## src/rtl/fb_rect_writer.sv

```systemverilog
`timescale 1ns/1ps
`default_nettype none
// ============================================================================
// Module      : fb_rect_writer
// Description : Fill-rectangle write producer for a 160x120 frame buffer.
//               Accepts one rectangle command at a time (origin, size,
//               colour), clips it to the image bounds and streams one
//               write per accepted cycle in row-major order.
// Revision    : 1.0 - initial release
// ----------------------------------------------------------------------------
// Ports
//   clk        system clock, rising edge
//   rst        asynchronous reset, active low (0 = reset)
//   cmd_valid  command present
//   cmd_ready  block idle and able to accept a command
//   cmd_x0     rectangle left column
//   cmd_y0     rectangle top row
//   cmd_w      rectangle width in pixels
//   cmd_h      rectangle height in pixels
//   cmd_color  fill colour
//   wr_en      write request to the frame buffer
//   wr_ready   frame buffer accepts the write this cycle
//   wr_addr    linear pixel address y*IMG_WIDTH + x
//   wr_data    pixel colour
//   busy       command in progress
//   done       one-cycle pulse when a command completes
// ============================================================================
module fb_rect_writer #(
    parameter int IMG_WIDTH  = 160,
    parameter int IMG_HEIGHT = 120,
    parameter int COLOR_W    = 12,
    parameter int ADDR_W     = 17
) (
    input  logic               clk,
    input  logic               rst,
    input  logic               cmd_valid,
    output logic               cmd_ready,
    input  logic [9:0]         cmd_x0,
    input  logic [9:0]         cmd_y0,
    input  logic [9:0]         cmd_w,
    input  logic [9:0]         cmd_h,
    input  logic [COLOR_W-1:0] cmd_color,
    output logic               wr_en,
    input  logic               wr_ready,
    output logic [ADDR_W-1:0]  wr_addr,
    output logic [COLOR_W-1:0] wr_data,
    output logic               busy,
    output logic               done
);

    localparam logic [10:0]       c_IMG_W      = 11'(IMG_WIDTH);
    localparam logic [10:0]       c_IMG_H      = 11'(IMG_HEIGHT);
    localparam logic [ADDR_W-1:0] c_ROW_STRIDE = ADDR_W'(IMG_WIDTH);

    typedef enum logic [1:0] {
        S_IDLE = 2'd0,
        S_CLIP = 2'd1,
        S_FILL = 2'd2,
        S_DONE = 2'd3
    } state_t;

    state_t r_state;
    state_t w_state_next;

    // Latched command
    logic [9:0]         r_x0;
    logic [9:0]         r_y0;
    logic [9:0]         r_w;
    logic [9:0]         r_h;
    logic [COLOR_W-1:0] r_color;

    // Clipped bounds (exclusive) and scan position
    logic [10:0]        r_x_end;
    logic [10:0]        r_y_end;
    logic [9:0]         r_cur_x;
    logic [9:0]         r_cur_y;
    logic [ADDR_W-1:0]  r_row_base;

    logic               w_handshake;
    logic               w_accept;
    logic [10:0]        w_x_sum;
    logic [10:0]        w_y_sum;
    logic [10:0]        w_x_end;
    logic [10:0]        w_y_end;
    logic               w_empty;
    logic               w_last_col;
    logic               w_last_row;
    logic [ADDR_W-1:0]  w_first_row_base;

    assign w_handshake = (r_state == S_IDLE) && cmd_valid;
    assign w_accept    = (r_state == S_FILL) && wr_ready;

    // 11-bit sums cannot overflow for 10-bit operands.
    assign w_x_sum = {1'b0, r_x0} + {1'b0, r_w};
    assign w_y_sum = {1'b0, r_y0} + {1'b0, r_h};
    assign w_x_end = (w_x_sum > c_IMG_W) ? c_IMG_W : w_x_sum;
    assign w_y_end = (w_y_sum > c_IMG_H) ? c_IMG_H : w_y_sum;

    assign w_empty = (r_w == 10'd0) || (r_h == 10'd0) ||
                     ({1'b0, r_x0} >= c_IMG_W) || ({1'b0, r_y0} >= c_IMG_H);

    // The only multiply; every later row base is reached by accumulation.
    // The product may wrap for off-screen y0, but that case never enters FILL.
    assign w_first_row_base = ADDR_W'(r_y0) * c_ROW_STRIDE;

    assign w_last_col = ({1'b0, r_cur_x} == (r_x_end - 11'd1));
    assign w_last_row = ({1'b0, r_cur_y} == (r_y_end - 11'd1));

    // ------------------------------------------------------------------
    // State register
    // ------------------------------------------------------------------
    always_ff @(posedge clk or negedge rst) begin
        if (!rst) begin
            r_state <= S_IDLE;
        end else begin
            r_state <= w_state_next;
        end
    end

    // ------------------------------------------------------------------
    // Next-state logic
    // ------------------------------------------------------------------
    always_comb begin
        w_state_next = r_state;
        case (r_state)
            S_IDLE: begin
                if (w_handshake) begin
                    w_state_next = S_CLIP;
                end
            end
            S_CLIP: begin
                w_state_next = w_empty ? S_DONE : S_FILL;
            end
            S_FILL: begin
                if (w_accept && w_last_col && w_last_row) begin
                    w_state_next = S_DONE;
                end
            end
            S_DONE: begin
                w_state_next = S_IDLE;
            end
            default: begin
                w_state_next = S_IDLE;
            end
        endcase
    end

    // ------------------------------------------------------------------
    // Command latch and scan datapath
    // ------------------------------------------------------------------
    always_ff @(posedge clk or negedge rst) begin
        if (!rst) begin
            r_x0       <= '0;
            r_y0       <= '0;
            r_w        <= '0;
            r_h        <= '0;
            r_color    <= '0;
            r_x_end    <= '0;
            r_y_end    <= '0;
            r_cur_x    <= '0;
            r_cur_y    <= '0;
            r_row_base <= '0;
        end else begin
            if (w_handshake) begin
                r_x0    <= cmd_x0;
                r_y0    <= cmd_y0;
                r_w     <= cmd_w;
                r_h     <= cmd_h;
                r_color <= cmd_color;
            end

            if (r_state == S_CLIP) begin
                r_x_end    <= w_x_end;
                r_y_end    <= w_y_end;
                r_cur_x    <= r_x0;
                r_cur_y    <= r_y0;
                r_row_base <= w_first_row_base;
            end

            if (w_accept) begin
                if (w_last_col) begin
                    r_cur_x    <= r_x0;
                    r_cur_y    <= r_cur_y + 10'd1;
                    r_row_base <= r_row_base + c_ROW_STRIDE;
                end else begin
                    r_cur_x    <= r_cur_x + 10'd1;
                end
            end
        end
    end

    // ------------------------------------------------------------------
    // Outputs: decoded from state so reset clears them immediately and a
    // stalled write holds naturally while the scan position is frozen.
    // ------------------------------------------------------------------
    assign cmd_ready = (r_state == S_IDLE);
    assign busy      = (r_state != S_IDLE);
    assign wr_en     = (r_state == S_FILL);
    assign done      = (r_state == S_DONE);
    assign wr_addr   = wr_en ? (r_row_base + ADDR_W'(r_cur_x)) : '0;
    assign wr_data   = wr_en ? r_color : '0;

endmodule
`default_nettype wire

```

## config.mk

```make
export PLATFORM = sky130hd
export DESIGN_NAME = fb_rect_writer
export DESIGN_NICKNAME = d
export VERILOG_FILES = /design/src/rtl/fb_rect_writer.sv
export SDC_FILE = /design/constraint.sdc
export NUM_CORES = 1
export LEC_CHECK = 0
export ABC_AREA = 0
export ABC_CLOCK_PERIOD_IN_PS = 3600
export BUFFER_PORTS_ARGS = -buffer_cell sky130_fd_sc_hd__buf_2
export CAP_MARGIN = 30
export CORE_ASPECT_RATIO = 1.5
export CORE_MARGIN = 1.5
export CORE_UTILIZATION = 45
export CTS_BUF_LIST = sky130_fd_sc_hd__clkbuf_4 sky130_fd_sc_hd__clkbuf_8 sky130_fd_sc_hd__clkbuf_16
export DETAILED_ROUTE_END_ITERATION = 7
export PLACE_DENSITY_LB_ADDON = 0.3
export SLEW_MARGIN = 5
export SYNTH_ARGS = -nofsm -noshare
export SYNTH_HDL_FRONTEND = slang
export SYNTH_SLANG_ARGS = --single-unit
```

## constraint.sdc

```tcl
create_clock -name clk -period 3.6 [get_ports clk]
set_clock_uncertainty 0.05 [all_clocks]
set_input_delay 1.08 -clock clk [delete_from_list [all_inputs] [get_ports clk]]
set_output_delay 1.08 -clock clk [all_outputs]
set_load 0.05 [all_outputs]
```

==> run_summary.xml, run 1 <==
<?xml version="1.0" encoding="UTF-8"?>
<metrics>
  <group name="status">
    <metric name="run_status" unit="">finished, violations left</metric>
    <metric name="failed_checks" unit="">negative setup slack</metric>
  </group>
  <group name="timing">
    <metric name="drv_slew" unit="">0</metric>
    <metric name="grt_setup_unrepaired" unit="">true</metric>
    <metric name="final-setup-viol-count" unit="">10</metric>
    <metric name="timing.max_slew.rel_slack" unit="%">54.3</metric>
    <metric name="fmax" unit="MHz">258</metric>
    <metric name="layout_min_cycle_time" unit="ns">3.88</metric>
    <metric name="final_worst_path_period_share" unit="%">108</metric>
    <metric name="worstMarginPinSlew" unit="ns">0.686</metric>
    <metric name="finalHoldViolCount" unit="">0</metric>
    <metric name="postLayoutSetupSlackWorst" unit="ns">-0.281</metric>
    <metric name="fin_tns_setup" unit="ns">-2.19</metric>
  </group>
  <group name="yosys">
    <metric name="part_of_the_yosys_area_used_for_sequential_elements" unit="%">37.1</metric>
    <metric name="synth-main-ff-cell" unit="">sky130_fd_sc_hd__dfrtp_1</metric>
    <metric name="syn_avg_cell_area" unit="µm²">9.80</metric>
    <metric name="postSynth.asyncResetShare" unit="%">100</metric>
    <metric name="syn-instance-count" unit="">777</metric>
    <metric name="synth-edff-count" unit="">0</metric>
    <metric name="synth.top_cells.by_area" unit="">sky130_fd_sc_hd__dfrtp_1, sky130_fd_sc_hd__ha_1, sky130_fd_sc_hd__mux2_2</metric>
    <metric name="synth_fp_nets" unit="">892</metric>
    <metric name="syn-cell-area" unit="mm²">0.00761</metric>
    <metric name="synth_seq_cells" unit="">113</metric>
    <metric name="synth_top_area_cell" unit="">sky130_fd_sc_hd__dfrtp_1</metric>
    <metric name="synth_cell_types" unit="">75</metric>
    <metric name="post-synth-top-area-fraction" unit="%">37.1</metric>
    <metric name="yosysWarnings" unit="">0</metric>
  </group>
  <group name="die">
    <metric name="io-pin-count" unit="">89</metric>
    <metric name="start_util" unit="%">45.6</metric>
    <metric name="core_area" unit="mm²">0.0167</metric>
    <metric name="dieArea" unit="mm²">0.0177</metric>
    <metric name="chipHeight" unit="µm">162</metric>
    <metric name="placement_rows" unit="">58</metric>
    <metric name="die_w" unit="µm">109</metric>
  </group>
  <group name="global_route">
    <metric name="grt_pass1_vias" unit="">6502</metric>
    <metric name="grt_start_max_net_pins" unit="">51</metric>
    <metric name="overflow" unit="">0</metric>
    <metric name="grt_pass1_wl" unit="mm">31.6</metric>
    <metric name="antenna_found_initial" unit="">0</metric>
    <metric name="global_route_usage_sum" unit="%">22.9</metric>
  </group>
  <group name="final_layout">
    <metric name="most_common_cell_after_layout_fill_and_taps_aside" unit="">sky130_fd_sc_hd__dfrtp_1</metric>
    <metric name="final_layout_size_suffix_gt1_share" unit="%">30.6</metric>
    <metric name="fill_cells" unit="">1502</metric>
    <metric name="post_layout_util" unit="%">57.0</metric>
    <metric name="n_antenna_cell" unit="">0</metric>
    <metric name="final_design_area_no_fill" unit="mm²">0.00951</metric>
    <metric name="final_cell_mix" unit="">sky130_fd_sc_hd__dfrtp_1, sky130_fd_sc_hd__buf_2, sky130_fd_sc_hd__nor2_1, sky130_fd_sc_hd__mux2_2, sky130_fd_sc_hd__ha_1</metric>
    <metric name="syn2layout_area_growth" unit="%">25.0</metric>
    <metric name="design.final.nets" unit="">1028</metric>
  </group>
  <group name="routing">
    <metric name="ant_nets" unit="">0</metric>
    <metric name="first_pass_iters" unit="">5</metric>
    <metric name="avgRoutedWirePerCell" unit="µm">16.8</metric>
    <metric name="viasPerCell" unit="">5.70</metric>
    <metric name="initialDrtViolationCount" unit="">375</metric>
    <metric name="drc" unit="">0</metric>
    <metric name="routed_wirelength" unit="mm">19.1</metric>
    <metric name="vias" unit="">6470</metric>
  </group>
  <group name="clock_network">
    <metric name="clock_sinks" unit="">113</metric>
    <metric name="cts_tree" unit="">built</metric>
    <metric name="worstSkewPairLatency" unit="ns">0.42</metric>
    <metric name="clkTransAtPathRegs" unit="ns">0.05</metric>
    <metric name="cts_htree_levels" unit="">4</metric>
    <metric name="cts_root_buffer" unit="">sky130_fd_sc_hd__clkbuf_16</metric>
    <metric name="cts_made_buffers" unit="">17</metric>
    <metric name="cts_max_path_buffers" unit="">2</metric>
    <metric name="cts_hold_buffers" unit="">0</metric>
  </group>
  <group name="critical_path">
    <metric name="critical_path.max_stage_delay" unit="ns">0.50</metric>
    <metric name="worstSetupEndpointType" unit="">output port</metric>
    <metric name="worstPathBufferInverterCount" unit="">2</metric>
    <metric name="critPathMaxFanout" unit="">2</metric>
    <metric name="worst-setup-path-type" unit="">reg2out</metric>
    <metric name="critical_path.most_common_cell" unit="">sky130_fd_sc_hd__a21o_1</metric>
    <metric name="timing.critical_path.from_type" unit="">register</metric>
    <metric name="required" unit="ns">2.47</metric>
    <metric name="crit_path_cell_trace" unit="">ha_1, a21o_1, a21o_1, a2111oi_4, o31ai_4, o21ai_2, buf_4, a211oi_4, mux2i_4, buf_6</metric>
    <metric name="critical-path-top-delay-family" unit="">compound AO/OA/AOI/OAI gates</metric>
    <metric name="worst_ep_arrival_time" unit="ns">2.75</metric>
    <metric name="timing.critical_path.slowest_stage_cell" unit="">sky130_fd_sc_hd__a2111oi_4</metric>
  </group>
  <group name="placed_design">
    <metric name="place_area" unit="mm²">0.00863</metric>
    <metric name="dp_hpwl" unit="mm">14.3</metric>
    <metric name="gp_congestion" unit="">0.896</metric>
    <metric name="place_ws" unit="ns">-0.195</metric>
    <metric name="portBuffers" unit="">88</metric>
  </group>
  <group name="job">
    <metric name="drv.max_cap_violation_count" unit="">0</metric>
  </group>
  <group name="min_path">
    <metric name="min_path_type" unit="">reg2reg</metric>
  </group>
</metrics>
worst register-to-register path: stages (launching register included):
cell	delay, ns
sky130_fd_sc_hd__dfrtp_1	0.46
sky130_fd_sc_hd__or4_1	0.61
sky130_fd_sc_hd__o2111ai_1	0.24
sky130_fd_sc_hd__o311ai_1	0.18
sky130_fd_sc_hd__o22a_1	0.36
sky130_fd_sc_hd__buf_4	0.20
sky130_fd_sc_hd__a21oi_4	0.41
sky130_fd_sc_hd__nor2_1	0.23
sky130_fd_sc_hd__a221o_1	0.41
stage by stage:
stage | hold WS [ns] | instances
after global placement | 0.424 | 1098
after floorplan | 0.408 | 777
after detailed placement | 0.428 | 1098
after CTS | 0.445 | 1134
after global routing | 0.457 | 1136
final | 0.443 | 1136
kinds of logic (layout without fill, tap and decap cells):
group,count (synthesis),count (layout),synth area share [%]
muxes,63,63,9.19
xor gates and xnor gates,47,47,5.59
adders and majority gates,59,59,10.1
DFF,113,113,37.1
and+or+nand+nor,246,246,16.9
AOI/OAI and AO/OA,189,189,17.9
buffers and inverters,60,209,3.14
Yosys cell counts, drive strengths merged, types with 6 or more instances:
master  count
nand4      10
mux2i       8
a211o       9
nor3       19
xnor2      27
nand3      20
a211oi     13
or2        11
dfrtp     113
xor2       19
buf        10
nor2       68
a22o        7
a31oi       7
o21bai      9
and2       25
o21ai      26
inv        35
nand2      33
or3         6
nor3b      10
a21oi      37
nor4       15
mux2       55
a21o       20
nor2b      12
ha         55
clkbuf     14
final timing paths:
path,slack [ns],endpoint,cells after the start,startpoint
setup reg to reg,0.33,r_cur_x[9]$_DFFE_PN0P_,8,r_x_end[2]$_DFFE_PN0P_
setup / recovery,-0.28,wr_addr[15],10,r_cur_x[1]$_DFFE_PN0P_
min in group asynchronous,0.65,r_y_end[7]$_DFFE_PN0P_,1,rst
hold reg to reg,0.44,r_row_base[4]$_DFFE_PN0P_,1,r_row_base[4]$_DFFE_PN0P_
max in group asynchronous,2.03,r_cur_x[5]$_DFFE_PN0P_,2,rst
hold / removal,0.44,r_row_base[4]$_DFFE_PN0P_,1,r_row_base[4]$_DFFE_PN0P_
routing by layer:
layer	GRT usage, %	routed length [µm]	share of wire [%]	up-vias
met5	0	0	0	-
met4	8.68	377	2.0	0
met3	4.74	911	4.8	28
met2	39.7	9920	52	185
met1	27.5	7890	41	3109
li1	-	-	-	3148
layout make-up:
| cell class | instances | area (µm²) | share of cell area, % |
|---|---|---|---|
| repair buffers | 141 | 921 | 9.68 |
| inverters | 36 | 135 | 1.42 |
| clock buffers | 20 | 454 | 4.78 |
| clock inverters | 12 | 135 | 1.42 |
| multi-input cells | 604 | 4780 | 50.2 |
| well taps | 210 | 263 | 2.76 |
| flip-flops and latches | 113 | 2830 | 29.7 |
what timing repair did:
item	CTS	global route
endpoints found under the setup margin	10	10
setup buffers	4	4
pin swaps	21	17
resized for setup	43	16
state kept, by name, summed over array words and instances (netlist names):
signal,count
r_y_end,11
r_cur_x,10
r_color,12
r_h,10
r_y0,10
r_row_base,17
r_cur_y,10
r_x0,10
r_x_end,11
r_state,2
r_w,10
Power of run 1 is left out: the tool's default activity adds up to more than one toggle a clock period on the data nets, which glitch-free logic cannot reach.
==> run 2, diff against run 1 <==
--- a/config.mk
+++ b/config.mk
@@ -9,12 +9,14 @@
 export ABC_CLOCK_PERIOD_IN_PS = 3600
 export BUFFER_PORTS_ARGS = -buffer_cell sky130_fd_sc_hd__buf_2
 export CAP_MARGIN = 30
+export CELL_PAD_IN_SITES_DETAIL_PLACEMENT = 1
+export CELL_PAD_IN_SITES_GLOBAL_PLACEMENT = 1
 export CORE_ASPECT_RATIO = 1.5
 export CORE_MARGIN = 1.5
 export CORE_UTILIZATION = 45
 export CTS_BUF_LIST = sky130_fd_sc_hd__clkbuf_4 sky130_fd_sc_hd__clkbuf_8 sky130_fd_sc_hd__clkbuf_16
 export DETAILED_ROUTE_END_ITERATION = 7
-export PLACE_DENSITY_LB_ADDON = 0.3
+export PLACE_DENSITY_LB_ADDON = 0.08
 export SLEW_MARGIN = 5
 export SYNTH_ARGS = -nofsm -noshare
 export SYNTH_HDL_FRONTEND = slang
==> run 2 against run 1 <==
Die area unchanged. Largest cell class unchanged. Critical path depth unchanged. The flow still finishes with violations (negative setup slack). Register-to-register slack lost 0.12 ns. Hold slack got worse by 0.024 ns. Fmax decreased by 2.6%. Routed wire length increased by 25%.
==> run_summary.xml, run 2 (synthesized netlist as in run 1, its figures left out) <==
<?xml version="1.0" encoding="UTF-8"?>
<metrics>
  <group name="critical_path">
    <metric name="timing.critical_path.from_type" unit="">register</metric>
    <metric name="regToRegSetupSlack" unit="ns">0.21</metric>
    <metric name="worst-setup-path-type" unit="">reg2out</metric>
    <metric name="required" unit="ns">2.47</metric>
    <metric name="rr_worst_depth" unit="">10</metric>
    <metric name="regToRegEndpoint" unit="">r_cur_x[6]$_DFFE_PN0P_</metric>
    <metric name="crit-reg2reg-launch" unit="">r_x_end[1]$_DFFE_PN0P_</metric>
    <metric name="critPathMaxFanout" unit="">5</metric>
    <metric name="worstSetupEndpointType" unit="">output port</metric>
    <metric name="worst_setup_path_start" unit="">r_cur_x[0]$_DFFE_PN0P_</metric>
    <metric name="worst_ep_arrival_time" unit="ns">2.85</metric>
  </group>
  <group name="placed_design">
    <metric name="dp_hpwl" unit="mm">17.3</metric>
    <metric name="gp_congestion" unit="">0.877</metric>
    <metric name="portBuffers" unit="">88</metric>
    <metric name="place_ws" unit="ns">-0.159</metric>
    <metric name="place_area" unit="mm²">0.00864</metric>
  </group>
  <group name="die">
    <metric name="chipHeight" unit="µm">162</metric>
    <metric name="core_area" unit="mm²">0.0167</metric>
    <metric name="die_w" unit="µm">109</metric>
    <metric name="io-pin-count" unit="">89</metric>
    <metric name="start_util" unit="%">45.6</metric>
    <metric name="dieArea" unit="mm²">0.0177</metric>
    <metric name="placement_rows" unit="">58</metric>
  </group>
  <group name="timing">
    <metric name="final-setup-viol-count" unit="">10</metric>
    <metric name="fin_tns_setup" unit="ns">-2.62</metric>
    <metric name="grt_setup_unrepaired" unit="">true</metric>
    <metric name="timing.max_slew.rel_slack" unit="%">51.8</metric>
    <metric name="postLayoutSetupSlackWorst" unit="ns">-0.382</metric>
    <metric name="worstMarginPinSlew" unit="ns">0.724</metric>
    <metric name="layout_min_cycle_time" unit="ns">3.98</metric>
    <metric name="fmax" unit="MHz">251</metric>
    <metric name="finalHoldViolCount" unit="">0</metric>
    <metric name="drv_slew" unit="">0</metric>
    <metric name="final_worst_path_period_share" unit="%">111</metric>
  </group>
  <group name="routing">
    <metric name="dr_wl_met3" unit="µm">842</metric>
    <metric name="vias" unit="">6806</metric>
    <metric name="ant_nets" unit="">0</metric>
    <metric name="initialDrtViolationCount" unit="">282</metric>
    <metric name="drc" unit="">0</metric>
    <metric name="drt-met1-wl" unit="mm">9.30</metric>
    <metric name="viasPerCell" unit="">6.00</metric>
    <metric name="first_pass_iters" unit="">4</metric>
    <metric name="top_signal_layer_used" unit="">met4</metric>
    <metric name="avgRoutedWirePerCell" unit="µm">21.1</metric>
    <metric name="routed_wirelength" unit="mm">23.9</metric>
    <metric name="route.met2.wl" unit="mm">13.1</metric>
  </group>
  <group name="final_layout">
    <metric name="n_antenna_cell" unit="">0</metric>
    <metric name="final_cell_mix" unit="">sky130_fd_sc_hd__dfrtp_1, sky130_fd_sc_hd__buf_2, sky130_fd_sc_hd__nor2_1, sky130_fd_sc_hd__mux2_2, sky130_fd_sc_hd__ha_1</metric>
    <metric name="final_layout_size_suffix_gt1_share" unit="%">30.6</metric>
    <metric name="syn2layout_area_growth" unit="%">26.0</metric>
    <metric name="design.final.nets" unit="">1026</metric>
    <metric name="most_common_cell_after_layout_fill_and_taps_aside" unit="">sky130_fd_sc_hd__dfrtp_1</metric>
    <metric name="regs_by_ff_count" unit="">r_row_base x17, r_color x12</metric>
    <metric name="largest_register_ff_count" unit="">17</metric>
    <metric name="final_design_area_no_fill" unit="mm²">0.00959</metric>
    <metric name="max_flop_register" unit="">r_row_base</metric>
  </group>
  <group name="clock_network">
    <metric name="worstSkewPairLatency" unit="ns">0.43</metric>
    <metric name="cts_tree" unit="">built</metric>
    <metric name="cts_max_path_buffers" unit="">2</metric>
    <metric name="cts_htree_levels" unit="">4</metric>
    <metric name="clock_sinks" unit="">113</metric>
    <metric name="cts_made_buffers" unit="">17</metric>
    <metric name="cts_root_buffer" unit="">sky130_fd_sc_hd__clkbuf_16</metric>
    <metric name="clkTransAtPathRegs" unit="ns">0.06</metric>
  </group>
  <group name="global_route">
    <metric name="overflow" unit="">0</metric>
    <metric name="global_route_usage_sum" unit="%">27.9</metric>
    <metric name="antenna_found_initial" unit="">0</metric>
    <metric name="grt_pass1_vias" unit="">7379</metric>
    <metric name="grt_pass1_wl" unit="mm">37.9</metric>
    <metric name="grt_start_max_net_pins" unit="">68</metric>
  </group>
  <group name="min_path">
    <metric name="min_path_type" unit="">in2async</metric>
  </group>
  <group name="status">
    <metric name="run_status" unit="">finished, violations left</metric>
    <metric name="failed_checks" unit="">negative setup slack</metric>
  </group>
  <group name="job">
    <metric name="drv.max_cap_violation_count" unit="">0</metric>
  </group>
</metrics>
[run 2: cell count changes in the layout (fill, tap and decap cells not counted), sizes merged]
cell	delta
buf	-2
bufinv	+1
clkbuf	+1
clkinv	-1
inv	-1
[run 2: metal layers]
metal / vias to the layer above / global-route usage, %
met5: - / 0
met4: 0 / 11.6
met3: 50 / 5.46
met2: 181 / 51.6
met1: 3450 / 30.5
li1: 3125 / -
[run 2: final cells by class]
type	count	area (µm²)
Timing Repair Buffer	139	955
Inverter	36	141
Tap cell	210	263
Clock inverter	11	153
Fill cell	1894	7100
Multi-Input combinational cell	604	4770
Sequential cell	113	2830
Clock buffer	21	480
[run 2: worst max-delay path by stage]
stage,depth (start not counted),slack [ns],to
5_1_grt,10,-0.47,wr_addr[12]
6_report,10,-0.38,wr_addr[12]
2_1_floorplan,4,-0.06,wr_addr[2]
3_3_place_gp,10,-0.13,wr_addr[15]
4_1_cts,10,-0.35,wr_addr[12]
3_5_place_dp,10,-0.16,wr_addr[15]
[run 2: timing repair]
| item | in CTS | in global routing |
|---|---|---|
| setup buffers | 5 | 0 |
| hold buffers | 0 | 0 |
| endpoints found under the setup margin | 11 | 12 |
| pin swaps | 16 | 11 |
| resized for setup | 51 | 11 |
[run 2: critical path, stage by stage (launching register included)]
cell,delay [ns]
sky130_fd_sc_hd__dfrtp_1,0.42
sky130_fd_sc_hd__ha_4,0.18
sky130_fd_sc_hd__inv_2,0.04
sky130_fd_sc_hd__fa_2,0.37
sky130_fd_sc_hd__nor2b_2,0.16
sky130_fd_sc_hd__o2111ai_2,0.17
sky130_fd_sc_hd__a31oi_4,0.25
sky130_fd_sc_hd__a31oi_4,0.15
sky130_fd_sc_hd__or3_4,0.36
sky130_fd_sc_hd__a21oi_4,0.17
sky130_fd_sc_hd__buf_8,0.16
[run 2: through the flow]
step,util (%),hold slack (ns),instances
after global placement,51.7,0.422,1096
final,57.5,0.419,1134
after global routing,57.5,0.409,1134
after floorplan,-,0.408,777
after CTS,57.0,0.450,1133
after detailed placement,51.7,0.435,1096
Power of run 2 is left out for the same reason.
==> run 3, diff against run 2 <==
--- a/config.mk
+++ b/config.mk
@@ -6,7 +6,7 @@
 export NUM_CORES = 1
 export LEC_CHECK = 0
 export ABC_AREA = 0
-export ABC_CLOCK_PERIOD_IN_PS = 3600
+export ABC_CLOCK_PERIOD_IN_PS = 4400
 export BUFFER_PORTS_ARGS = -buffer_cell sky130_fd_sc_hd__buf_2
 export CAP_MARGIN = 30
 export CELL_PAD_IN_SITES_DETAIL_PLACEMENT = 1
==> constraint.sdc (replaced) <==
create_clock -name clk -period 4.4 [get_ports clk]
set_clock_uncertainty 0.05 [all_clocks]
set_input_delay 1.32 -clock clk [delete_from_list [all_inputs] [get_ports clk]]
set_output_delay 1.32 -clock clk [all_outputs]
set_load 0.05 [all_outputs]
==> run 3 against run 2 <==
The flow now finishes without violations. Setup slack improved by 0.50 ns. Sequential cell count unchanged. Routed wire length decreased by 7.5%. Final area decreased by 5.8%. Die area unchanged. Clock-buffer cell count decreased by 1. Hold slack improved by 0.024 ns. First-iteration DRC count decreased by 16%. Cell count decreased by 3.1%. Via count decreased by 4.5%. Critical path depth unchanged. Critical endpoint unchanged.
==> run_summary.xml, run 3 (synthesized netlist as in run 1, its figures left out) <==
<?xml version="1.0" encoding="UTF-8"?>
<metrics>
  <group name="final_layout">
    <metric name="post_layout_util" unit="%">54.2</metric>
    <metric name="n_antenna_cell" unit="">0</metric>
    <metric name="design.final.nets" unit="">991</metric>
    <metric name="final_cell_mix" unit="">sky130_fd_sc_hd__dfrtp_1, sky130_fd_sc_hd__buf_2, sky130_fd_sc_hd__nor2_1, sky130_fd_sc_hd__mux2_2, sky130_fd_sc_hd__ha_1</metric>
    <metric name="most_common_cell_after_layout_fill_and_taps_aside" unit="">sky130_fd_sc_hd__dfrtp_1</metric>
    <metric name="final_design_area_no_fill" unit="mm²">0.00904</metric>
    <metric name="max_flop_register" unit="">r_row_base</metric>
    <metric name="largest_register_ff_count" unit="">17</metric>
    <metric name="syn2layout_area_growth" unit="%">18.7</metric>
    <metric name="regs_by_ff_count" unit="">r_row_base x17, r_color x12</metric>
    <metric name="final_layout_size_suffix_gt1_share" unit="%">25.8</metric>
  </group>
  <group name="global_route">
    <metric name="global_route_usage_sum" unit="%">26.7</metric>
    <metric name="grt_start_max_net_pins" unit="">74</metric>
    <metric name="grt_pass1_wl" unit="mm">36.5</metric>
    <metric name="antenna_found_initial" unit="">0</metric>
    <metric name="grt_pass1_vias" unit="">7273</metric>
    <metric name="overflow" unit="">0</metric>
  </group>
  <group name="placed_design">
    <metric name="dp_hpwl" unit="mm">16.6</metric>
    <metric name="portBuffers" unit="">88</metric>
    <metric name="gp_congestion" unit="">0.897</metric>
    <metric name="place_area" unit="mm²">0.00834</metric>
    <metric name="place_ws" unit="ns">0.193</metric>
  </group>
  <group name="critical_path">
    <metric name="worst_ep_arrival_time" unit="ns">2.91</metric>
    <metric name="worst_setup_path_start" unit="">r_cur_x[0]$_DFFE_PN0P_</metric>
    <metric name="regToRegEndpoint" unit="">r_row_base[12]$_DFF_PN0_</metric>
    <metric name="crit-reg2reg-launch" unit="">r_x_end[0]$_DFFE_PN0P_</metric>
    <metric name="timing.critical_path.from_type" unit="">register</metric>
    <metric name="regToRegSetupSlack" unit="ns">0.77</metric>
    <metric name="rr_worst_depth" unit="">9</metric>
    <metric name="worstSetupEndpointType" unit="">output port</metric>
    <metric name="critical_path.most_common_cell" unit="">sky130_fd_sc_hd__a31oi_4</metric>
    <metric name="timing.critical_path.slowest_stage_cell" unit="">sky130_fd_sc_hd__fa_1</metric>
    <metric name="worst-setup-path-type" unit="">reg2out</metric>
    <metric name="critical_path.max_stage_delay" unit="ns">0.42</metric>
    <metric name="crit_path_cell_trace" unit="">ha_1, inv_1, fa_1, nor2b_4, o2111ai_4, a31oi_4, a31oi_4, or3_1, a21oi_2, buf_6</metric>
    <metric name="critPathMaxFanout" unit="">5</metric>
    <metric name="required" unit="ns">3.03</metric>
  </group>
  <group name="timing">
    <metric name="worstMarginPinSlew" unit="ns">0.650</metric>
    <metric name="drv_slew" unit="">0</metric>
    <metric name="fin_tns_setup" unit="ns">0</metric>
    <metric name="postLayoutSetupSlackWorst" unit="ns">0.119</metric>
    <metric name="fmax" unit="MHz">234</metric>
    <metric name="layout_min_cycle_time" unit="ns">4.28</metric>
    <metric name="finalHoldViolCount" unit="">0</metric>
    <metric name="final_worst_path_period_share" unit="%">97.3</metric>
    <metric name="timing.max_slew.rel_slack" unit="%">56.6</metric>
    <metric name="final-setup-viol-count" unit="">0</metric>
  </group>
  <group name="clock_network">
    <metric name="cts_root_buffer" unit="">sky130_fd_sc_hd__clkbuf_16</metric>
    <metric name="cts_hold_buffers" unit="">0</metric>
    <metric name="clkTransAtPathRegs" unit="ns">0.06</metric>
    <metric name="cts_htree_levels" unit="">4</metric>
    <metric name="worstSkewPairLatency" unit="ns">0.42</metric>
    <metric name="cts_max_path_buffers" unit="">2</metric>
    <metric name="cts_tree" unit="">built</metric>
    <metric name="cts_made_buffers" unit="">17</metric>
    <metric name="clock_sinks" unit="">113</metric>
  </group>
  <group name="routing">
    <metric name="drc" unit="">0</metric>
    <metric name="avgRoutedWirePerCell" unit="µm">20.1</metric>
    <metric name="initialDrtViolationCount" unit="">237</metric>
    <metric name="ant_nets" unit="">0</metric>
    <metric name="vias" unit="">6502</metric>
    <metric name="first_pass_iters" unit="">4</metric>
    <metric name="viasPerCell" unit="">5.92</metric>
    <metric name="routed_wirelength" unit="mm">22.1</metric>
  </group>
  <group name="min_path">
    <metric name="min_from" unit="">r_row_base[0]$_DFFE_PN0P_</metric>
    <metric name="min_delay_worst_endpoint" unit="">r_row_base[0]$_DFFE_PN0P_</metric>
    <metric name="min_path_type" unit="">reg2reg</metric>
    <metric name="cell_count_of_the_worst_hold_path" unit="">1</metric>
  </group>
  <group name="die">
    <metric name="placement_rows" unit="">58</metric>
    <metric name="die_w" unit="µm">109</metric>
    <metric name="io-pin-count" unit="">89</metric>
    <metric name="chipHeight" unit="µm">162</metric>
    <metric name="dieArea" unit="mm²">0.0177</metric>
    <metric name="start_util" unit="%">45.6</metric>
    <metric name="core_area" unit="mm²">0.0167</metric>
  </group>
  <group name="job">
    <metric name="drv.max_cap_violation_count" unit="">0</metric>
  </group>
  <group name="status">
    <metric name="run_status" unit="">finished clean</metric>
  </group>
</metrics>
[run 3: cell types whose count changed in the layout (fill, tap and decap cells not counted), sizes merged]
cell | previous run | this run
clkinv | 5 | 6
inv | 35 | 40
bufinv | 3 | 0
buf | 139 | 104
clkbuf | 21 | 20
clkinvlp | 4 | 2
[run 3: how the worst max path moves through the flow]
| stage | to | slack, ns |
|---|---|---|
| after floorplan | wr_addr[15] | 0.12 |
| after global placement | wr_addr[12] | 0.36 |
| after detailed placement | wr_addr[12] | 0.19 |
| after CTS | wr_addr[12] | 0.007 |
| after global routing | wr_addr[16] | -0.02 |
| final | wr_addr[12] | 0.12 |
[run 3: critical path: cells and delay by family (launching register included)]
family	cells	cell delay [ns]
buffers and inverters	2	0.24
flip-flops	1	0.40
adder cells (fa/ha/maj)	2	0.61
AO/OA/AOI/OAI	4	0.71
AND/OR/NAND/NOR	2	0.54
[run 3: final cells by class]
class	instances	area (µm²)
fillers	1869	7650
multi-input cells	604	4640
clock buffers	20	467
repair buffers	104	604
inverters	36	135
well taps	210	263
flip-flops and latches	113	2830
clock inverters	12	98.8
[run 3: timing repair]
item | CTS | global route
endpoints found under the setup margin | 7 | 8
buffers inserted | 1 | 2
resized for setup | 13 | 15
pin swaps | 2 | 1
endpoints found under the hold margin | 0 | 0
[run 3: metrics by stage]
step,instances,hold slack (ns)
2_1_floorplan,777,0.408
3_3_place_gp,1062,0.424
3_5_place_dp,1064,0.429
4_1_cts,1097,0.447
5_1_grt,1099,0.460
6_report,1099,0.442
[run 3: per-layer routing]
metal / GRT usage [%] / routed length, µm / vias up
li1: - / - / 3070
met4: 11.6 / 698 / 0
met2: 48.6 / 11900 / 137
met5: 0 / 0 / -
met3: 5.30 / 783 / 47
met1: 29.4 / 8750 / 3248
Power of run 3 is left out for the same reason.
